[src/rtl/rv_core_pkg.sv]
// Shared core-wide constants and types for the RV32 pipeline front end.
// fetch_entry_t is the {pc, inst} pair carried from fetch into decode.
package rv_core_pkg;

  localparam int XLEN = 32;

  localparam logic [XLEN-1:0] NOP_INST         = 32'h0000_0013;
  localparam logic [XLEN-1:0] DEFAULT_RESET_PC = 32'h0000_0000;

  typedef struct packed {
    logic [XLEN-1:0] pc;
    logic [XLEN-1:0] inst;
  } fetch_entry_t;

  function automatic logic [XLEN-1:0] word_align(input logic [XLEN-1:0] addr);
    return {addr[XLEN-1:2], 2'b00};
  endfunction

endpackage

[src/rtl/fetch_fifo.sv]
// Small synchronous prefetch FIFO with flush, used to buffer fetched words.
// Flush wins over push and pop in the same cycle.
module fetch_fifo #(
  parameter int DEPTH = 2,
  parameter int W     = 64
) (
  input  logic                       clk,
  input  logic                       rst_n,
  input  logic                       flush_i,
  input  logic                       push_i,
  input  logic [W-1:0]               push_data_i,
  input  logic                       pop_i,
  output logic [$clog2(DEPTH+1)-1:0] count_o,
  output logic                       empty_o,
  output logic [W-1:0]               head_o
);

  localparam int AW = $clog2(DEPTH);
  localparam int CW = $clog2(DEPTH+1);

  logic [AW-1:0] rd_q, rd_d, wr_q, wr_d;
  logic [CW-1:0] cnt_q, cnt_d;
  logic [W-1:0]  mem_q [DEPTH];
  logic          do_push, do_pop, full;

  assign empty_o = (cnt_q == '0);
  assign full    = (cnt_q == CW'(DEPTH));
  assign do_push = push_i && !flush_i;
  assign do_pop  = pop_i && !flush_i && !empty_o;
  assign count_o = cnt_q;
  assign head_o  = mem_q[rd_q];

  // Pointers wrap naturally because DEPTH is a power of two.
  always_comb begin
    rd_d  = rd_q;
    wr_d  = wr_q;
    cnt_d = cnt_q;
    if (flush_i) begin
      rd_d  = '0;
      wr_d  = '0;
      cnt_d = '0;
    end else begin
      if (do_push) wr_d = wr_q + 1'b1;
      if (do_pop)  rd_d = rd_q + 1'b1;
      cnt_d = cnt_q + CW'(do_push) - CW'(do_pop);
    end
  end

  always_ff @(posedge clk or negedge rst_n) begin
    if (!rst_n) begin
      rd_q  <= '0;
      wr_q  <= '0;
      cnt_q <= '0;
    end else begin
      rd_q  <= rd_d;
      wr_q  <= wr_d;
      cnt_q <= cnt_d;
    end
  end

  always_ff @(posedge clk) begin
    if (do_push) mem_q[wr_q] <= push_data_i;
  end

  a_no_overflow: assert property (@(posedge clk) disable iff (!rst_n)
    !(do_push && !do_pop && full));

endmodule

[src/rtl/fetch_unit.sv]
// RV32 instruction fetch: owns the PC, issues in-order imem requests under a
// credit limit, buffers returned words and presents one {pc, inst} per cycle.
module fetch_unit
  import rv_core_pkg::*;
#(
  parameter logic [XLEN-1:0] RESET_PC   = DEFAULT_RESET_PC,
  parameter int              FIFO_DEPTH = 2
) (
  input  logic            clk,
  input  logic            rst_n,
  input  logic            i_stall,
  input  logic            i_ex_stall,
  input  logic            i_redirect,
  input  logic [XLEN-1:0] i_redirect_pc,
  output logic            o_imem_req,
  output logic [XLEN-1:0] o_imem_addr,
  input  logic            i_imem_gnt,
  input  logic            i_imem_rvalid,
  input  logic [XLEN-1:0] i_imem_rdata,
  output logic            o_f_valid,
  output logic [XLEN-1:0] o_f_pc,
  output logic [XLEN-1:0] o_f_inst
);

  localparam int            CW  = $clog2(FIFO_DEPTH+1);
  localparam logic [CW:0]   CAP = (CW+1)'(FIFO_DEPTH);

  logic [XLEN-1:0] fetch_pc_q, fetch_pc_d;
  logic [XLEN-1:0] resp_pc_q, resp_pc_d;
  logic [CW-1:0]   outst_q, outst_d;
  logic [CW-1:0]   discard_q, discard_d;
  logic [CW-1:0]   fifo_cnt;
  logic            fifo_empty;
  logic            credit_ok, issue, drop, push, pop;
  fetch_entry_t    head, push_ent;

  // Words in flight plus words buffered may never exceed the FIFO size,
  // so every response always has a slot waiting for it.
  assign credit_ok   = ({1'b0, outst_q} + {1'b0, fifo_cnt}) < CAP;
  assign o_imem_req  = rst_n && !i_redirect && credit_ok;
  assign o_imem_addr = fetch_pc_q;
  assign issue       = o_imem_req && i_imem_gnt;

  assign drop = i_imem_rvalid && (discard_q != '0);
  assign push = i_imem_rvalid && (discard_q == '0) && !i_redirect;

  assign o_f_valid = !fifo_empty;
  assign pop       = o_f_valid && !i_stall && !i_ex_stall && !i_redirect;

  assign push_ent.pc   = resp_pc_q;
  assign push_ent.inst = i_imem_rdata;

  assign o_f_pc   = o_f_valid ? head.pc   : resp_pc_q;
  assign o_f_inst = o_f_valid ? head.inst : NOP_INST;

  fetch_fifo #(
    .DEPTH (FIFO_DEPTH),
    .W     ($bits(fetch_entry_t))
  ) u_fifo (
    .clk         (clk),
    .rst_n       (rst_n),
    .flush_i     (i_redirect),
    .push_i      (push),
    .push_data_i (push_ent),
    .pop_i       (pop),
    .count_o     (fifo_cnt),
    .empty_o     (fifo_empty),
    .head_o      (head)
  );

  always_comb begin
    fetch_pc_d = fetch_pc_q;
    resp_pc_d  = resp_pc_q;
    outst_d    = outst_q;
    discard_d  = discard_q;
    if (i_redirect) begin
      // Everything still in flight is stale; a response landing now is
      // already accounted for by decrementing before the copy.
      fetch_pc_d = word_align(i_redirect_pc);
      resp_pc_d  = word_align(i_redirect_pc);
      outst_d    = outst_q - CW'(i_imem_rvalid);
      discard_d  = outst_q - CW'(i_imem_rvalid);
    end else begin
      if (issue) fetch_pc_d = fetch_pc_q + 32'd4;
      if (push)  resp_pc_d  = resp_pc_q + 32'd4;
      if (drop)  discard_d  = discard_q - 1'b1;
      outst_d = outst_q + CW'(issue) - CW'(i_imem_rvalid);
    end
  end

  always_ff @(posedge clk or negedge rst_n) begin
    if (!rst_n) begin
      fetch_pc_q <= RESET_PC;
      resp_pc_q  <= RESET_PC;
      outst_q    <= '0;
      discard_q  <= '0;
    end else begin
      fetch_pc_q <= fetch_pc_d;
      resp_pc_q  <= resp_pc_d;
      outst_q    <= outst_d;
      discard_q  <= discard_d;
    end
  end

  a_rvalid_expected: assert property (@(posedge clk) disable iff (!rst_n)
    !(i_imem_rvalid && outst_q == '0));

  a_discard_bounded: assert property (@(posedge clk) disable iff (!rst_n)
    discard_q <= outst_q);

endmodule

[config.mk]
export PLATFORM = sky130hd
export DESIGN_NAME = fetch_unit
export DESIGN_NICKNAME = d
export VERILOG_FILES = /design/src/rtl/rv_core_pkg.sv /design/src/rtl/fetch_fifo.sv /design/src/rtl/fetch_unit.sv
export SDC_FILE = /design/constraint.sdc
export NUM_CORES = 1
export LEC_CHECK = 0
export BUFFER_PORTS_ARGS = -buffer_cell sky130_fd_sc_hd__buf_4
export CORE_MARGIN = 2
export CORE_UTILIZATION = 40
export DETAILED_ROUTE_END_ITERATION = 8
export PLACE_DENSITY = 0.64
export SLEW_MARGIN = 30
export SYNTH_ARGS = -nofsm -noshare
export SYNTH_HDL_FRONTEND = slang
export SYNTH_SLANG_ARGS = --single-unit
export TNS_END_PERCENT = 5
[constraint.sdc]
create_clock -name clk -period 10.1 [get_ports clk]
set_clock_uncertainty 0.1 [all_clocks]
set_input_delay 1.01 -clock clk [delete_from_list [all_inputs] [get_ports clk]]
set_output_delay 1.01 -clock clk [all_outputs]
set_load 0.01 [all_outputs]
==> flow_summary_export.csv <==
group,metric,value,unit
outcome,status,"finished clean",
global_routing,grt_use_total,0.1779,
cts,root_buffer,"clkbuf_16",
floorplanning,die_w,151.6,um
global_routing,antenna_found_initial,0,
cts,cts_tree,"built",
cells_and_area,drive_gt1_frac,0.2537,
cts,cts_buffers,17,
floorplanning,initial_utilization,0.4106,
cts,clock_latency,0.43,ns
critical_path,max_stage_delay,0.57,ns
sta,worst_pin_slew,0.8456,ns
sta,fin_crit_sh,0.3687,
detailed_routing,drtAntennaViolNets,0,
power,power_leakage,4.115,nW
cells_and_area,layout_commonest_cell,"buf_4",
logic_synthesis,ys_seq_elements,192,
logic_synthesis,postSynthAreaPerCell,12.15,um^2
floorplanning,rows,53,
critical_path,endpoint_kind,"flop",
cts,cts_resized,0,
place,port_buffers,162,
global_routing,grt_pass1_wl,31.30,mm
critical_path,startpoint_type,"flop",
detailed_routing,vias_per_cell,5.218,
detailed_routing,routed_wl,19.95,mm
logic_synthesis,yosysWarnings,0,
cts,clockBufferDepth,2,
cts,cts_hold_buffers,0,
sta,finalCriticalPeriod,3.724,ns
critical_path,arrival,3.98,ns
flow_run,cap_violations,0,
critical_path,path_cells,"inv_1 > nor2_1 > fa_1 > or4b_4 > nor2_1 > inv_1 > ha_1 > inv_1 > ha_1 > xnor2_1 > o21ai_0 > xor2_1",
sta,rsz0062_at_grt,"no",
place,gp_routability_congestion,0.8064,
global_routing,overflow,0,
power,cellPowerDensity,197.6,mW/mm^2
cts,path_clk_slew,0.07,ns
global_routing,grt_max_degree,92,
critical_path,crit_path_top_delay_cell,"or4b_4",
cts,cts-htree-levels,4,
sta,slew_headroom,0.4362,
logic_synthesis,synth_ff_type,"edfxtp_1",
cts,post_cts_buffers,0,
cts,numClockSinks,192,
power,total_power,0.002138,W
detailed_routing,vias,6043,
floorplanning,coreArea,0.02122,mm^2
logic_synthesis,synth_cells,717,
floorplanning,num_io_pins,169,
cells_and_area,design_area,0.01082,mm^2
logic_synthesis,synth_top_cell_area_share,0.4273,
critical_path,worst-endpoint-required,10.35,ns
cells_and_area,final_nets,951,
place,dp_hpwl,13.19,mm
cells_and_area,syn_to_final_growth,24.18,%
global_routing,grt_pass1_vias,5878,
detailed_routing,drc,0,
logic_synthesis,synth-edff-count,124,
cells_and_area,mostFrequentLayoutCells,"168 x buf_4, 124 x edfxtp_1, 80 x nand2_1",
detailed_routing,drt_iter0_markers,301,
detailed_routing,drt_first_pass_iters,4,
power,worst_ir_drop_vdd,130.2,uV
critical_path,crit_type,"flop to flop",
sta,drv_slew,0,
logic_synthesis,yosysSeqAreaShare,0.6226,
logic_synthesis,synthesis.area,0.008713,mm^2
logic_synthesis,ys_types,49,
place,place_area,0.01020,mm^2
cells_and_area,final_util,0.5099,
sta,fmax,0.2685,GHz
sta,tns,0,ns
logic_synthesis,synth_area_leader_cell,"edfxtp_1",
cells_and_area,diodes,0,
sta,setup_violations,0,
hold_path,hold_path_class,"input pin to async pin",
floorplanning,die_area,0.02298,mm^2
logic_synthesis,synth.area.top_cells,"edfxtp_1 43%, dfrtp_1 20%, mux2i_1 7.5%",
detailed_routing,post_drt_wl_per_cell,17.22,um
critical_path,crit_top_cell,"inv_1",
logic_synthesis,synthArstFlopShare,0.3542,
critical_path,crit_path_max_fanout,16,
floorplanning,die_y,151.6,um
sta,hold_viol,0,
routing by layer:
| metal | track usage | wire length [um] | up-vias |
|---|---|---|---|
| li1 | - | - | 2918 |
| met2 | 0.2645 | 8530 | 210 |
| met4 | 0.04861 | 246 | 0 |
| met3 | 0.04641 | 1543 | 19 |
| met5 | 0 | 0 | - |
| met1 | 0.2591 | 9625 | 2896 |
power by group:
part	switching, W	total (W)	internal [W]
clock	0.000287	0.000700	0.000413
sequential	0.0000668	0.000991	0.000924
combinational	0.000247	0.000447	0.000200
state kept, by name, summed over array words and instances, names as in the netlist:
| register | count |
|---|---|
| discard_q | 2 |
| o_imem_addr | 30 |
| outst_q | 2 |
| resp_pc_q | 30 |
| u_fifo.count_o | 2 |
| u_fifo.mem_q | 124 |
| u_fifo.rd_q | 1 |
| u_fifo.wr_q | 1 |
synthesized netlist by cell type, drive strengths merged, types with 11 or more instances:
cell,instances
edfxtp,124
nand2,80
dfrtp,68
mux2i,65
o21ai,62
nor2,52
clkbuf,31
nand3,29
xnor2,28
inv,18
xor2,15
mux2,14
nand4,14
nor3,14
nor4,11
o311ai,11
critical path, delay by kind of cell, from the launching register on:
kind / cells / cell delay (ns)
adder cells (fa/ha/maj): 3 / 1.00
buffers and inverters: 3 / 0.54
AND/OR/NAND/NOR: 3 / 1.15
AO/OA/AOI/OAI: 1 / 0.19
XOR/XNOR: 2 / 0.27
flip-flops: 1 / 0.39
area by class of cell:
type | count | area, um^2
clock buffers | 17 | 425.4
clock inverters | 14 | 190.2
fillers | 1930 | 10400
inverters | 19 | 71.32
multi-input cells | 472 | 3088
flip-flops and latches | 192 | 5429
well taps | 275 | 344.1
repair buffers | 169 | 1272
kinds of logic (layout without fill, tap and decap cells):
family / count (synthesis) / in the layout / synth area share
compound gates: 104 / 104 / 0.07323
fa+ha+maj: 9 / 9 / 0.01379
simple gates: 233 / 233 / 0.1281
xor+xnor: 43 / 43 / 0.04322
buf+inv: 56 / 219 / 0.02585
flops: 192 / 192 / 0.6226
other cells: 1 / 4 / 0.0004304
mux: 79 / 79 / 0.09276
stage by stage:
stage               hold slack (ns)  setup slack (ns)  instances
detailed placement           0.4201             6.030       1127
floorplan                    0.3402             3.784        720
finish                       0.3291             6.376       1158
global route                 0.3110             6.207       1158
global placement             0.3996             6.064       1127
CTS                          0.3162             6.410       1158
worst paths after layout:
check,start,end,slack (ns),cells after the start
hold / removal,rst_n,o_imem_addr[18]$_DFFE_PN0P_,0.33,1
min in group clk,u_fifo.rd_q$_DFFE_PN0P_,u_fifo.rd_q$_DFFE_PN0P_,0.43,1
hold reg to reg,u_fifo.rd_q$_DFFE_PN0P_,u_fifo.rd_q$_DFFE_PN0P_,0.43,1
max in group asynchronous,rst_n,u_fifo.rd_q$_DFFE_PN0P_,8.55,2
setup reg to reg,u_fifo.count_o[0]$_DFF_PN0_,outst_q[1]$_DFF_PN0_,6.38,12
setup / recovery,u_fifo.count_o[0]$_DFF_PN0_,outst_q[1]$_DFF_PN0_,6.38,12
Power figures use the tool's default switching activity.
